===== src/rtl/otp_decipher_if.sv =====
// Purpose: valid/ready bundle for the pad, ciphertext and plaintext streams of otp_decipher.
// Latency: none, this is wiring only.
// Backpressure: each stream carries its own valid/ready pair; slave is the decipher side.
interface otp_decipher_if #(
    parameter int MSG_SIZE = 8
);
    logic                key_valid;
    logic                key_ready;
    logic [MSG_SIZE-1:0] key_data;
    logic                ct_valid;
    logic                ct_ready;
    logic [MSG_SIZE-1:0] ct_data;
    logic                pt_valid;
    logic                pt_ready;
    logic [MSG_SIZE-1:0] pt_data;

    // Environment side: offers pads and ciphertext, accepts plaintext.
    modport master (
        output key_valid, key_data, ct_valid, ct_data, pt_ready,
        input  key_ready, ct_ready, pt_valid, pt_data
    );

    // Decipher side.
    modport slave (
        input  key_valid, key_data, ct_valid, ct_data, pt_ready,
        output key_ready, ct_ready, pt_valid, pt_data
    );
endinterface


===== src/rtl/otp_decipher.sv =====
// Purpose: one-time-pad receiver, plaintext = ciphertext XOR next unused pad word (pad wiped on use).
// Latency: plaintext valid one cycle after a ct handshake; one word per cycle sustained.
// Backpressure: ct_ready drops on empty pad FIFO, held plaintext or zeroize; key_ready drops when full.
module otp_decipher #(
    parameter int MSG_SIZE  = 8,
    parameter int PAD_DEPTH = 4,
    parameter int CNT_W     = 16
) (
    input  logic                         clk,
    input  logic                         rst_n,
    input  logic                         zeroize,
    otp_decipher_if.slave                bus,
    output logic [$clog2(PAD_DEPTH):0]   key_count,
    output logic [CNT_W-1:0]             msg_count
);
    localparam int AW = $clog2(PAD_DEPTH);
    localparam int KW = AW + 1;

    typedef enum logic {
        OUT_EMPTY = 1'b0,
        OUT_FULL  = 1'b1
    } out_state_e;

    out_state_e          state_q;
    out_state_e          state_d;
    logic [MSG_SIZE-1:0] pad_mem [PAD_DEPTH];
    logic [AW-1:0]       wr_ptr;
    logic [AW-1:0]       rd_ptr;
    logic [MSG_SIZE-1:0] pt_data_q;
    logic                pad_full;
    logic                pad_empty;
    logic                push;
    logic                fire;

    // Full/empty come from the registered count, so a pad pushed this cycle
    // cannot feed a decode until the next one.
    assign pad_full  = (key_count == KW'(PAD_DEPTH));
    assign pad_empty = (key_count == '0);

    // Readies are forced low during reset and zeroize so no handshake can complete.
    assign bus.key_ready = rst_n && !zeroize && !pad_full;
    assign bus.ct_ready  = rst_n && !zeroize && !pad_empty &&
                           ((state_q == OUT_EMPTY) || bus.pt_ready);

    assign push = bus.key_valid && bus.key_ready;
    assign fire = bus.ct_valid  && bus.ct_ready;

    assign bus.pt_valid = (state_q == OUT_FULL);
    assign bus.pt_data  = pt_data_q;

    // Output stage state register.
    always_ff @(posedge clk or negedge rst_n) begin
        if (!rst_n) begin
            state_q <= OUT_EMPTY;
        end else begin
            state_q <= state_d;
        end
    end

    // Output stage next state: a fire always loads, otherwise a sink accept drains.
    always_comb begin
        state_d = state_q;
        if (zeroize) begin
            state_d = OUT_EMPTY;
        end else begin
            case (state_q)
                OUT_EMPTY: if (fire) state_d = OUT_FULL;
                OUT_FULL:  if (!fire && bus.pt_ready) state_d = OUT_EMPTY;
                default:   state_d = OUT_EMPTY;
            endcase
        end
    end

    // Plaintext register; keeps its last value after a drain, cleared by zeroize.
    always_ff @(posedge clk or negedge rst_n) begin
        if (!rst_n) begin
            pt_data_q <= '0;
        end else if (zeroize) begin
            pt_data_q <= '0;
        end else if (fire) begin
            pt_data_q <= bus.ct_data ^ pad_mem[rd_ptr];
        end
    end

    // Pad storage: consumed head entry is wiped; push and wipe never hit the
    // same slot because that would need the FIFO to be both full and empty.
    always_ff @(posedge clk or negedge rst_n) begin
        if (!rst_n) begin
            pad_mem <= '{default: '0};
        end else if (zeroize) begin
            pad_mem <= '{default: '0};
        end else begin
            if (fire) begin
                pad_mem[rd_ptr] <= '0;
            end
            if (push) begin
                pad_mem[wr_ptr] <= bus.key_data;
            end
        end
    end

    // Pointers wrap naturally at PAD_DEPTH (power of two); count tells full from empty.
    always_ff @(posedge clk or negedge rst_n) begin
        if (!rst_n) begin
            wr_ptr    <= '0;
            rd_ptr    <= '0;
            key_count <= '0;
        end else if (zeroize) begin
            wr_ptr    <= '0;
            rd_ptr    <= '0;
            key_count <= '0;
        end else begin
            if (push) begin
                wr_ptr <= wr_ptr + AW'(1);
            end
            if (fire) begin
                rd_ptr <= rd_ptr + AW'(1);
            end
            case ({push, fire})
                2'b10:   key_count <= key_count + KW'(1);
                2'b01:   key_count <= key_count - KW'(1);
                default: key_count <= key_count;
            endcase
        end
    end

    // Decoded-message counter, wraps silently.
    always_ff @(posedge clk or negedge rst_n) begin
        if (!rst_n) begin
            msg_count <= '0;
        end else if (zeroize) begin
            msg_count <= '0;
        end else if (fire) begin
            msg_count <= msg_count + CNT_W'(1);
        end
    end
endmodule


===== src/flat_wrapper.sv =====
// flat-port wrapper written by rule: the top's interface ports become plain ports
module otp_decipher_flat 
#(
    parameter int MSG_SIZE  = 8,
    parameter int PAD_DEPTH = 4,
    parameter int CNT_W     = 16
)
  (clk, rst_n, zeroize, key_count, msg_count, bus_key_valid, bus_key_data, bus_ct_valid, bus_ct_data, bus_pt_ready, bus_key_ready, bus_ct_ready, bus_pt_valid, bus_pt_data);
  otp_decipher_if #(.MSG_SIZE(MSG_SIZE)) bus_i ();
  input  logic clk;
  input  logic rst_n;
  input  logic zeroize;
  output logic [$clog2(PAD_DEPTH):0] key_count;
  output logic [CNT_W-1:0] msg_count;
  input wire logic [$bits(bus_i.key_valid)-1:0] bus_key_valid;
  input wire logic [$bits(bus_i.key_data)-1:0] bus_key_data;
  input wire logic [$bits(bus_i.ct_valid)-1:0] bus_ct_valid;
  input wire logic [$bits(bus_i.ct_data)-1:0] bus_ct_data;
  input wire logic [$bits(bus_i.pt_ready)-1:0] bus_pt_ready;
  output wire logic [$bits(bus_i.key_ready)-1:0] bus_key_ready;
  output wire logic [$bits(bus_i.ct_ready)-1:0] bus_ct_ready;
  output wire logic [$bits(bus_i.pt_valid)-1:0] bus_pt_valid;
  output wire logic [$bits(bus_i.pt_data)-1:0] bus_pt_data;
  assign bus_i.key_valid = bus_key_valid;
  assign bus_i.key_data = bus_key_data;
  assign bus_i.ct_valid = bus_ct_valid;
  assign bus_i.ct_data = bus_ct_data;
  assign bus_i.pt_ready = bus_pt_ready;
  assign bus_key_ready = bus_i.key_ready;
  assign bus_ct_ready = bus_i.ct_ready;
  assign bus_pt_valid = bus_i.pt_valid;
  assign bus_pt_data = bus_i.pt_data;
  otp_decipher #(.MSG_SIZE(MSG_SIZE), .PAD_DEPTH(PAD_DEPTH), .CNT_W(CNT_W)) u_core (.clk(clk), .rst_n(rst_n), .zeroize(zeroize), .bus(bus_i), .key_count(key_count), .msg_count(msg_count));
endmodule

===== config.mk =====
export PLATFORM = sky130hd
export DESIGN_NAME = otp_decipher_flat
export DESIGN_NICKNAME = d
export VERILOG_FILES = /design/src/rtl/otp_decipher_if.sv /design/src/rtl/otp_decipher.sv /design/src/flat_wrapper.sv
export SDC_FILE = /design/constraint.sdc
export NUM_CORES = 1
export LEC_CHECK = 0
export CAP_MARGIN = 15
export CORE_MARGIN = 8
export CORE_UTILIZATION = 55
export CTS_BUF_LIST = sky130_fd_sc_hd__clkbuf_8
export CTS_CLUSTER_DIAMETER = 120
export DETAILED_ROUTE_END_ITERATION = 8
export GPL_TIMING_DRIVEN = 0
export PLACE_DENSITY = 0.87
export SYNTH_ARGS = -nofsm -noshare
export SYNTH_HDL_FRONTEND = slang
export SYNTH_SLANG_ARGS = --single-unit

===== constraint.sdc =====
create_clock -name clk -period 5.1 [get_ports clk]
set_input_delay 0.765 -clock clk [delete_from_list [all_inputs] [get_ports clk]]
set_output_delay 0.765 -clock clk [all_outputs]
set_load 0.02 [all_outputs]

[Word-level counts from Yosys, hierarchy flattened]
Index checks and enable logic that the tools add are counted.
Cells by class
  add/sub/neg operators: 5
  multiply operators: 0
  divide/modulo/power cells: 0
  magnitude comparators: 4
  equality and inequality tests: 3
  shifts and indexed selects: 0
  mux-type cells: 26
  bitwise operators: 6
  reductions and logical operators: 18
Operators with widths (count)
  $mux W32: 4
  $mux W8: 6
  $and A32 B32 Y32: 1
  $bwmux W32: 1
  $demux W8 S2: 2
  $mux W16: 2
  $not A32 Y32: 1
  $add A16 B1 Y16 const B: 1
  $bmux W8 S2: 1
  $logic_and A1 B1 Y1: 9
  $mux W2: 4
  $xor A8 B8 Y8: 1
  $ge A3 B3 Y1 const B: 2
  $lt A3 B1 Y1 const B: 2
  $not A2 Y3: 2
  $pmux W3 S2: 1
  $add A2 B1 Y2 const B: 2
  $logic_not A1 Y1: 4
  $reduce_bool A2 Y1: 2
  $add A3 B1 Y3 const B: 1
  $eq A3 B3 Y1 const B: 1
  $logic_not A3 Y1: 1
  $mux W1: 3
  $mux W3: 1
  7 further kinds: 7
Storage, ports and cells
  flip-flop bits (word level): 64
  bits in latches: 0
  RAM bits: 0
  ROM bits: 0
  bits of input ports: 22
  output and inout bits: 30
  logic and storage cells: 72
  memories: 0

[Logic depth before layout (Yosys ltp)]
Gate-level depths: netlist of the first run.
  depth after elaboration: 12
  gate-level depth with buffers: 9
  depth with buffers taken out: 7

[Least setup slack after synthesis of the first run]
Ideal clock, no wire load.
  path kind: input port to flip-flop
  start: in zeroize
  end: reg u_core.key_count[2]
  library setup time: 0.122 ns
  data arrival time: 2.539 ns
  required time: 4.978 ns
  setup slack: 2.440 ns
  cell stages on the path: 9
  buffers on the path: 2
  cells stage by stage: and2b_1 nand4_2 buf_2 buf_2 a21oi_1 fa_1 nor4_1 mux2i_1 nand2_1
On the way
  cells in the longest elaborated chain, start to end: 8
  elaborated cells between the ends (all ways): 12
  those cells by class: eq/ne: 2; mux: 2; reduce/logical: 8
Ends and longest elaborated chain
  start: declaration: line flat_wrapper.sv:12  | input logic zeroize;
  $logic_not A1 Y1: line otp_decipher.sv:41, otp_decipher.sv:42
  $logic_and A1 B1 Y1: line otp_decipher.sv:41, otp_decipher.sv:42
  $logic_and A1 B1 Y1 (2 in series): line otp_decipher.sv:42  | assign bus.ct_ready = rst_n && !zeroize && !pad_empty &&
  $logic_and A1 B1 Y1: line otp_decipher.sv:46  | assign fire = bus.ct_valid && bus.ct_ready;
  $eq A2 B1 Y1 or $eq A2 B2 Y1 (tied branches): line otp_decipher.sv:119  | case ({push, fire})
  $pmux W3 S2: line otp_decipher.sv:119
  $mux W3: line otp_decipher.sv:108  | end else if (zeroize) begin
  end signal: assignment: line otp_decipher.sv:120  | 2'b10: key_count <= key_count + KW'(1);
  end signal: assignment: line otp_decipher.sv:121  | 2'b01: key_count <= key_count - KW'(1);
  end signal: assignment: line otp_decipher.sv:122  | default: key_count <= key_count;
  end: declaration: line otp_decipher.sv:13  | output logic [$clog2(PAD_DEPTH):0] key_count,
Parallel ways exist; a longest one is shown, timed or not.
A chain may end at the register's enable or synchronous reset.

[Worst setup path after layout of the first run]
  start: in rst_n
  end: out bus_ct_ready
On the way
  cells in the longest elaborated chain, start to end: 3
Ends and longest elaborated chain
  start: declaration: line flat_wrapper.sv:11  | input logic rst_n;
  $logic_and A1 B1 Y1 (3 in series): line otp_decipher.sv:42
  end: declaration: line flat_wrapper.sv:21  | output wire logic [$bits(bus_i.ct_ready)-1:0] bus_ct_ready;
Every way passes these cells.

==> results.md, run 1 <==
* Outcome: finished clean
* Port Buffer Count at 51
* Fin crit period at 3310 ps
* RD Place Congestion at 0.819
* Crit path arrival time at 2540 ps
* Reg-to-reg startpoint: u_core.key_count[0]
* Critical Path Source Type: input port
* Root Buffer: clkbuf_8
* Max Root-Sink Buffers at 2
* Setup Buffers After CTS at 0
* Post-synth top cells: dfrtp_1, nand2_1, inv_1
* Synth warn at 0
* Post-Syn Instances at 351
* Synthesized area per cell at between 10 and 15 um2
* Worst Path Max Fanout at 68
* Drt first-iter violations at about 180
* # fillers at about 480
* Cell row count at 30
* Worst-margin pin slew at roughly 850 ps
* Reg2reg end: u_core.key_count[2]
* CP max-delay cell: buf_4
* CP Class: input port to primary output
* Peak VDD IR at about 120 uV
* Syn nets at 383
* Worst Hold Path EP: u_core.msg_count[15]
* WL/cell at 18.6 um
* Final wirelength at between 9000 and 10000 um
* R2r setup slk at 2230 ps
* Die H at 99.0 um
* P per Cell Area at 245 nW/um2
* Unrepaired setup endpoints after global routing: false
* Hold path depth at 1
* Antenna Nets Post-Route at 0
* Clock Sinks at 64
* First-pass GRT wire length at about 16000 um
* Vias at 3004
* Die W at 99.0 um
* Vias in the first global route at 3170
* # setup viols final at 0
* Placeable core area at 6720 um2
* Synth Area in Adders at 0.0350
* Drc violations at 0
* Register area share after synthesis at 0.423
* R2r worst-path depth at 9
* Worst setup margin at 1790 ps
* Post-synth top flop: dfrtp_1
* CP peak stage delay at 640 ps
* Top cell type's share of synthesized area at 0.423
* Initial Utilization at 0.564
* Synth area leaders: dfrtp_1, o41ai_2, nand2_1
* Io pins at 52
* HP Start: u_core.msg_count[15]
* Yosys top cell by area: dfrtp_1
* Clk_lat worst skew at 350 ps
* Final Slew Violations at 0
* Max_slew headroom at 0.431
* Design area at 4600 um2
* Initial antenna violation count at 0
* Final period util at 0.648
* Total Routing Usage GR at 0.201
* Post-Synth Simple-Gate Area at 0.162
* Max Clk Rate at 302 MHz
* P_leak at approximately 2.0 nW
* Die Area at 9800 um2
* Sequential standard cell area at roughly 1600 um2
* Worst-path clk slew at 80 ps
* Hold_buf cts at 0
* Area growth, synth to finish at 21.3%
* Final hold violation count at 0
* Mux contribution to synthesized area at 0.0720
* H-tree level count at 3
* Share of layout cells above drive strength 1 at 0.227
* Count leader, synth: dfrtp_1
* Drt pass-1 iters at 6
* Multi-input logic area at 1900 um2
* Synth cell types at 43
* Data required time at the worst endpoint at ~4300 ps
* CTS tree: yes
* Largest family of logic cells by synthesized area: compound AO/OA/AOI/OAI gates
* Post-CTS Resized at 0
* ANT cells at 0
* Post-Synth XOR/XNOR Area at 0.0208
* MaxCap Viol Count at 0
* Placed Area at between 4000 and 5000 um2
* Vias/cell at 6.03
* Hpwl dp at 6490 um
* Largest net degree at the start of global routing at 69
* Post-synthesis compound-gate area fraction at 0.211
* Crit-path cells: buf_4 -> nand2b_1 -> buf_2 -> nor3_1 -> clkdlybuf4s50_1
* Total power at around 1.1 mW
* TritonCTS Buffers at 9
* Async set-reset flop share out of synthesis at 1.00
* GRT overflow at 0
* Post-Syn Area at 3790 um2
* Clock Skew at 12.5 ps
* Synth Register Bits at 64
* NumNets Final at 445
* Post-synth EDFFs at 0
* Min-delay worst type: register to register
* CP Capture Type: primary output
* Worst slack, placed at 1590 ps
## layer usage
| layer | GRT usage | wire, um | vias up |
|---|---|---|---|
| met5 | 0 | 0 | - |
| met2 | 0.342 | 4790 | 82 |
| li1 | - | - | 1397 |
| met3 | 0.0444 | 456 | 13 |
| met4 | 0.110 | 156 | 0 |
| met1 | 0.228 | 3850 | 1512 |
## kinds of logic (layout without fill, tap and decap cells)
family | count (synthesis) | count (layout)
DFF | 64 | 64
buffers and inverters | 64 | 131
and+or+nand+nor | 116 | 116
adders and majority gates | 10 | 10
muxes | 17 | 17
xor gates and xnor gates | 9 | 9
AOI/OAI and AO/OA | 71 | 71
## sequential cells by signal (all words and copies together) (netlist names)
| name | flops |
|---|---|
| u_core.wr_ptr | 2 |
| u_core.msg_count | 16 |
| u_core.bus.pt_data | 8 |
| u_core.key_count | 3 |
| u_core.bus.pt_valid | 1 |
| u_core.rd_ptr | 2 |
| u_core.pad_mem | 32 |
## power by group
group | internal, mW | switching (mW)
Clock | 0.247 | 0.196
Combinational | 0.0662 | 0.0837
Sequential | 0.520 | 0.0133
Total | 0.833 | 0.293
## cells in the final DEF (no fill, tap or decap), drive strengths merged, types with 2 or more instances in the layout
cell           synthesis  final
o21ai                  6      6
nor2b                  3      3
or2                    2      2
or3                    4      4
nand3                 11     11
nand2                 52     52
clkdlybuf4s50          0     50
o41ai                 36     36
clkbuf                11     22
a31o                   8      8
or4                    2      2
mux2                   2      2
o31ai                  6      6
and2                   5      5
ha                     9      9
nor4                   5      5
and4                   4      4
xnor2                  9      9
o311ai                 4      4
inv                   38     40
nor3                   8      8
nand2b                 3      3
mux4                   8      8
buf                   15     16
dfrtp                 64     64
mux2i                  7      7
nand4                  2      2
a21oi                  7      7
clkinv                 0      2
nor2                  12     12
## worst max-delay path by stage
stage,start,endpoint,slack (ps)
finish,rst_n,bus_ct_ready,1790
global route,rst_n,bus_ct_ready,1590
CTS,rst_n,bus_ct_ready,1720
detailed placement,zeroize,u_core.key_count[2],1590
global placement,rst_n,u_core.key_count[2],-760
floorplan,zeroize,u_core.key_count[2],2440
## layout make-up
cell class	count	share of cell area
inverters	38	0.0310
clock buffers	11	0.0329
plain buffers	26	0.0321
clock inverters	5	0.0103
repair buffers	51	0.111
flip-flops and latches	64	0.348
well taps	80	0.0218
multi-input cells	223	0.413
## metrics by stage
stage          instances   util  hold slack [ps]  TNS (ps)
2_1_floorplan        351      -              469         0
3_3_place_gp         482  0.655              470     -1560
3_5_place_dp         482  0.655              473         0
4_1_cts              498  0.684              488         0
5_1_grt              498  0.684              522         0
6_report             498  0.684              490         0
## worst max-delay path, delay by kind of cell
kind                   cells  cell delay [ps]
AND/OR/NAND/NOR            2              280
buffers and inverters      3             1480
(Power assumes the default switching activity.)
==> run 2, diff against run 1 <==
==> constraint.sdc (replaced) <==
create_clock -name clk -period 3.3 [get_ports clk]
set_input_delay 0.495 -clock clk [delete_from_list [all_inputs] [get_ports clk]]
set_output_delay 0.495 -clock clk [all_outputs]
set_load 0.02 [all_outputs]
==> results of run 2 <==
The final DEF is identical to that of run 1. Status: finished clean.
Among the figures that moved: setup slack after placement 1590 ps -> 58.3 ps; clock-pin slew on the worst setup and hold paths 80 ps -> 70 ps; setup slack after layout 1790 ps -> 394 ps; hold slack 490 ps -> 255 ps; start point of the critical path rst_n -> zeroize; end point of the critical path bus_ct_ready -> u_core.key_count[2]; register-to-register setup slack 2230 ps -> 430 ps; total power 1.13 mW -> 1.74 mW; worst IR drop on VDD 117 uV -> 180 uV
==> run 3, diff against run 2 <==
--- a/config.mk
+++ b/config.mk
@@ -11,8 +11,9 @@
 export CTS_BUF_LIST = sky130_fd_sc_hd__clkbuf_8
 export CTS_CLUSTER_DIAMETER = 120
 export DETAILED_ROUTE_END_ITERATION = 8
+export DONT_BUFFER_PORTS = 1
 export GPL_TIMING_DRIVEN = 0
-export PLACE_DENSITY = 0.87
+export PLACE_DENSITY = 0.77
 export SYNTH_ARGS = -nofsm -noshare
 export SYNTH_HDL_FRONTEND = slang
 export SYNTH_SLANG_ARGS = --single-unit
==> run 3 against run 2 <==
Compared with the run above:
- cell count is 10% lower
- die area stayed put
- count of clock-buffer cells in the layout stayed put
- non-clock buffer count shrank 50
- clock power up 2%
- core utilization shrank 7.0 points
- highest routed layer unchanged
==> results.md, run 3 (synthesis results as in run 1) <==
* Placed cells at 431 (-11%)
* Vias/cell at 6.01 (-0.35%)
* Initial antenna violation count at 0 (unchanged)
* Final Slew Violations at 0 (unchanged)
* CP Capture Type: register
* Vias at 2693 (-10%)
* WL/cell at 19.2 um (+3.6%)
* Root Buffer: clkbuf_8
* RD Place Congestion at 0.852 (+4.0%)
* First-pass GRT wire length at 14700 um (-6.0%)
* Largest Register: u_core.pad_mem
* ANT cells at 0 (unchanged)
* Setup TNS at 0 ps (unchanged)
* Worst-margin pin slew at 717 ps (-136 ps)
* Io pins at 52 (unchanged)
* Unrepaired setup endpoints after global routing: false
* Port Buffer Count at 0 (-100%)
* H-tree level count at 3 (unchanged)
* Antenna Nets Post-Route at 0 (unchanged)
* Crit path arrival time at 3180 ps
* Outcome: finished clean
* Final wirelength at 8620 um (-6.8%)
* Peak VDD IR at 212 uV
* Clock Sinks at 64 (unchanged)
* # setup viols final at 0 (unchanged)
* Total Routing Usage GR at 0.188 (-0.0125)
* Cell row count at 30 (unchanged)
* Max FFs per register at 32 (unchanged)
* CP Class: register to register
* Max_slew headroom at 0.522 (+0.0910)
* Data required time at the worst endpoint at 3540 ps
* Largest net degree at the start of global routing at 65 (-5.8%)
* Initial Utilization at 0.564 (unchanged)
* Drc violations at 0 (unchanged)
* Final period util at 0.891
* Commonest non-fill, non-tap cell in the layout: dfrtp_1
* Drt first-iter violations at 93 (-47%)
* Setup Buffers After CTS at 0 (unchanged)
* Fin cells at 448 (-10%)
* Placeable core area at 6720 um2 (unchanged)
* Worst-path clk slew at ~80 ps
* Vias in the first global route at 2889 (-8.9%)
* R2r worst-path depth at 9 (unchanged)
* Max Root-Sink Buffers at 2 (unchanged)
* Share of layout cells above drive strength 1 at 0.264 (+0.0363)
* Final hold violation count at 0 (unchanged)
* P_leak at 1.81 nW (-9.2%)
* Worst Path Max Fanout at 10
* NumNets Final at 395 (-11%)
* GRT overflow at 0 (unchanged)
* Most frequent cells in the layout: dfrtp_1, nand2_1, inv_1
* Clk_lat worst skew at 340 ps (about the same)
* P per Cell Area at 413 nW/um2
* Area growth, synth to finish at 8.81%
* TritonCTS Buffers at 9 (unchanged)
* Min-delay worst type: input port to async pin
* Hpwl dp at 6310 um (-2.7%)
* MaxCap Viol Count at 0 (unchanged)
* Fin crit period at between 2000 and 3000 ps
* Max Clk Rate at ~340 MHz
* CTS tree: yes
* Clock Skew at 7.87 ps (-4.67 ps)
* Die Area at 9800 um2 (unchanged)
* Die W at 99.0 um (unchanged)
* Die H at 99.0 um (unchanged)
* Critical Path Source Type: register
* Drt pass-1 iters at 4 (-2)
-- run 3: timing repair --
action,in CTS,in global routing
resized for setup,0,0
endpoints found under the hold margin,64,0
hold buffers,1,0
-- run 3: final timing paths --
path / startpoint / endpoint / slack [ps]
setup reg to reg: u_core.key_count[0] / u_core.key_count[2] / 360
hold reg to reg: u_core.pad_mem[22] / u_core.pad_mem[22] / 540
hold / removal: rst_n / u_core.key_count[1] / 10
max in group asynchronous: rst_n / u_core.wr_ptr[0] / 3010
setup / recovery: u_core.key_count[0] / u_core.key_count[2] / 360
min in group clk: bus_key_data[7] / u_core.pad_mem[23] / 260
-- run 3: power by group --
part	switching, mW	total [mW]	internal (mW)
clock network	0.313	0.700	0.387
logic	0.0979	0.165	0.0670
registers	0.0346	0.837	0.803
total	0.446	1.70	1.26
-- run 3: metal layers --
| layer | vias to the layer above | global-route usage | routed length [um] |
|---|---|---|---|
| met1 | 1333 | 0.218 | 3610 |
| li1 | 1287 | - | - |
| met4 | 0 | 0.0673 | 159 |
| met2 | 63 | 0.317 | 4270 |
| met3 | 10 | 0.0620 | 576 |
| met5 | - | 0 | 0 |
-- run 3: area by class of cell --
| type | instances | area, um2 |
|---|---|---|
| fillers | 524 | 2590 |
| multi-input cells | 223 | 1900 |
| flip-flops and latches | 64 | 1600 |
| clock buffers | 11 | 151 |
| plain buffers | 26 | 148 |
| inverters | 38 | 143 |
| well taps | 80 | 100 |
| clock inverters | 5 | 55.1 |
| repair buffers | 1 | 27.5 |
-- run 3: stage by stage --
step / worst slack, ps / area (um2) / hold slack (ps) / utilization / total power [mW]
finish: 360 / 4120 / 14.4 / 0.614 / 1.70
global route: 173 / 4120 / 27.8 / 0.614 / 1.76
CTS: 354 / 4120 / 34.5 / 0.614 / 1.71
detailed placement: 365 / 3890 / 202 / 0.579 / 1.00
global placement: 367 / 3890 / 202 / 0.579 / 0.992
floorplan: 667 / 3790 / 199 / - / 0.966
-- run 3: critical path: stages, from the launching register on --
cell     delay [ps]
dfrtp_1         560
or3_4           450
nand4_2         190
buf_2           240
buf_2           260
a21oi_1          80
fa_1            410
nor4_1          340
mux2i_1         230
nand2_1          70
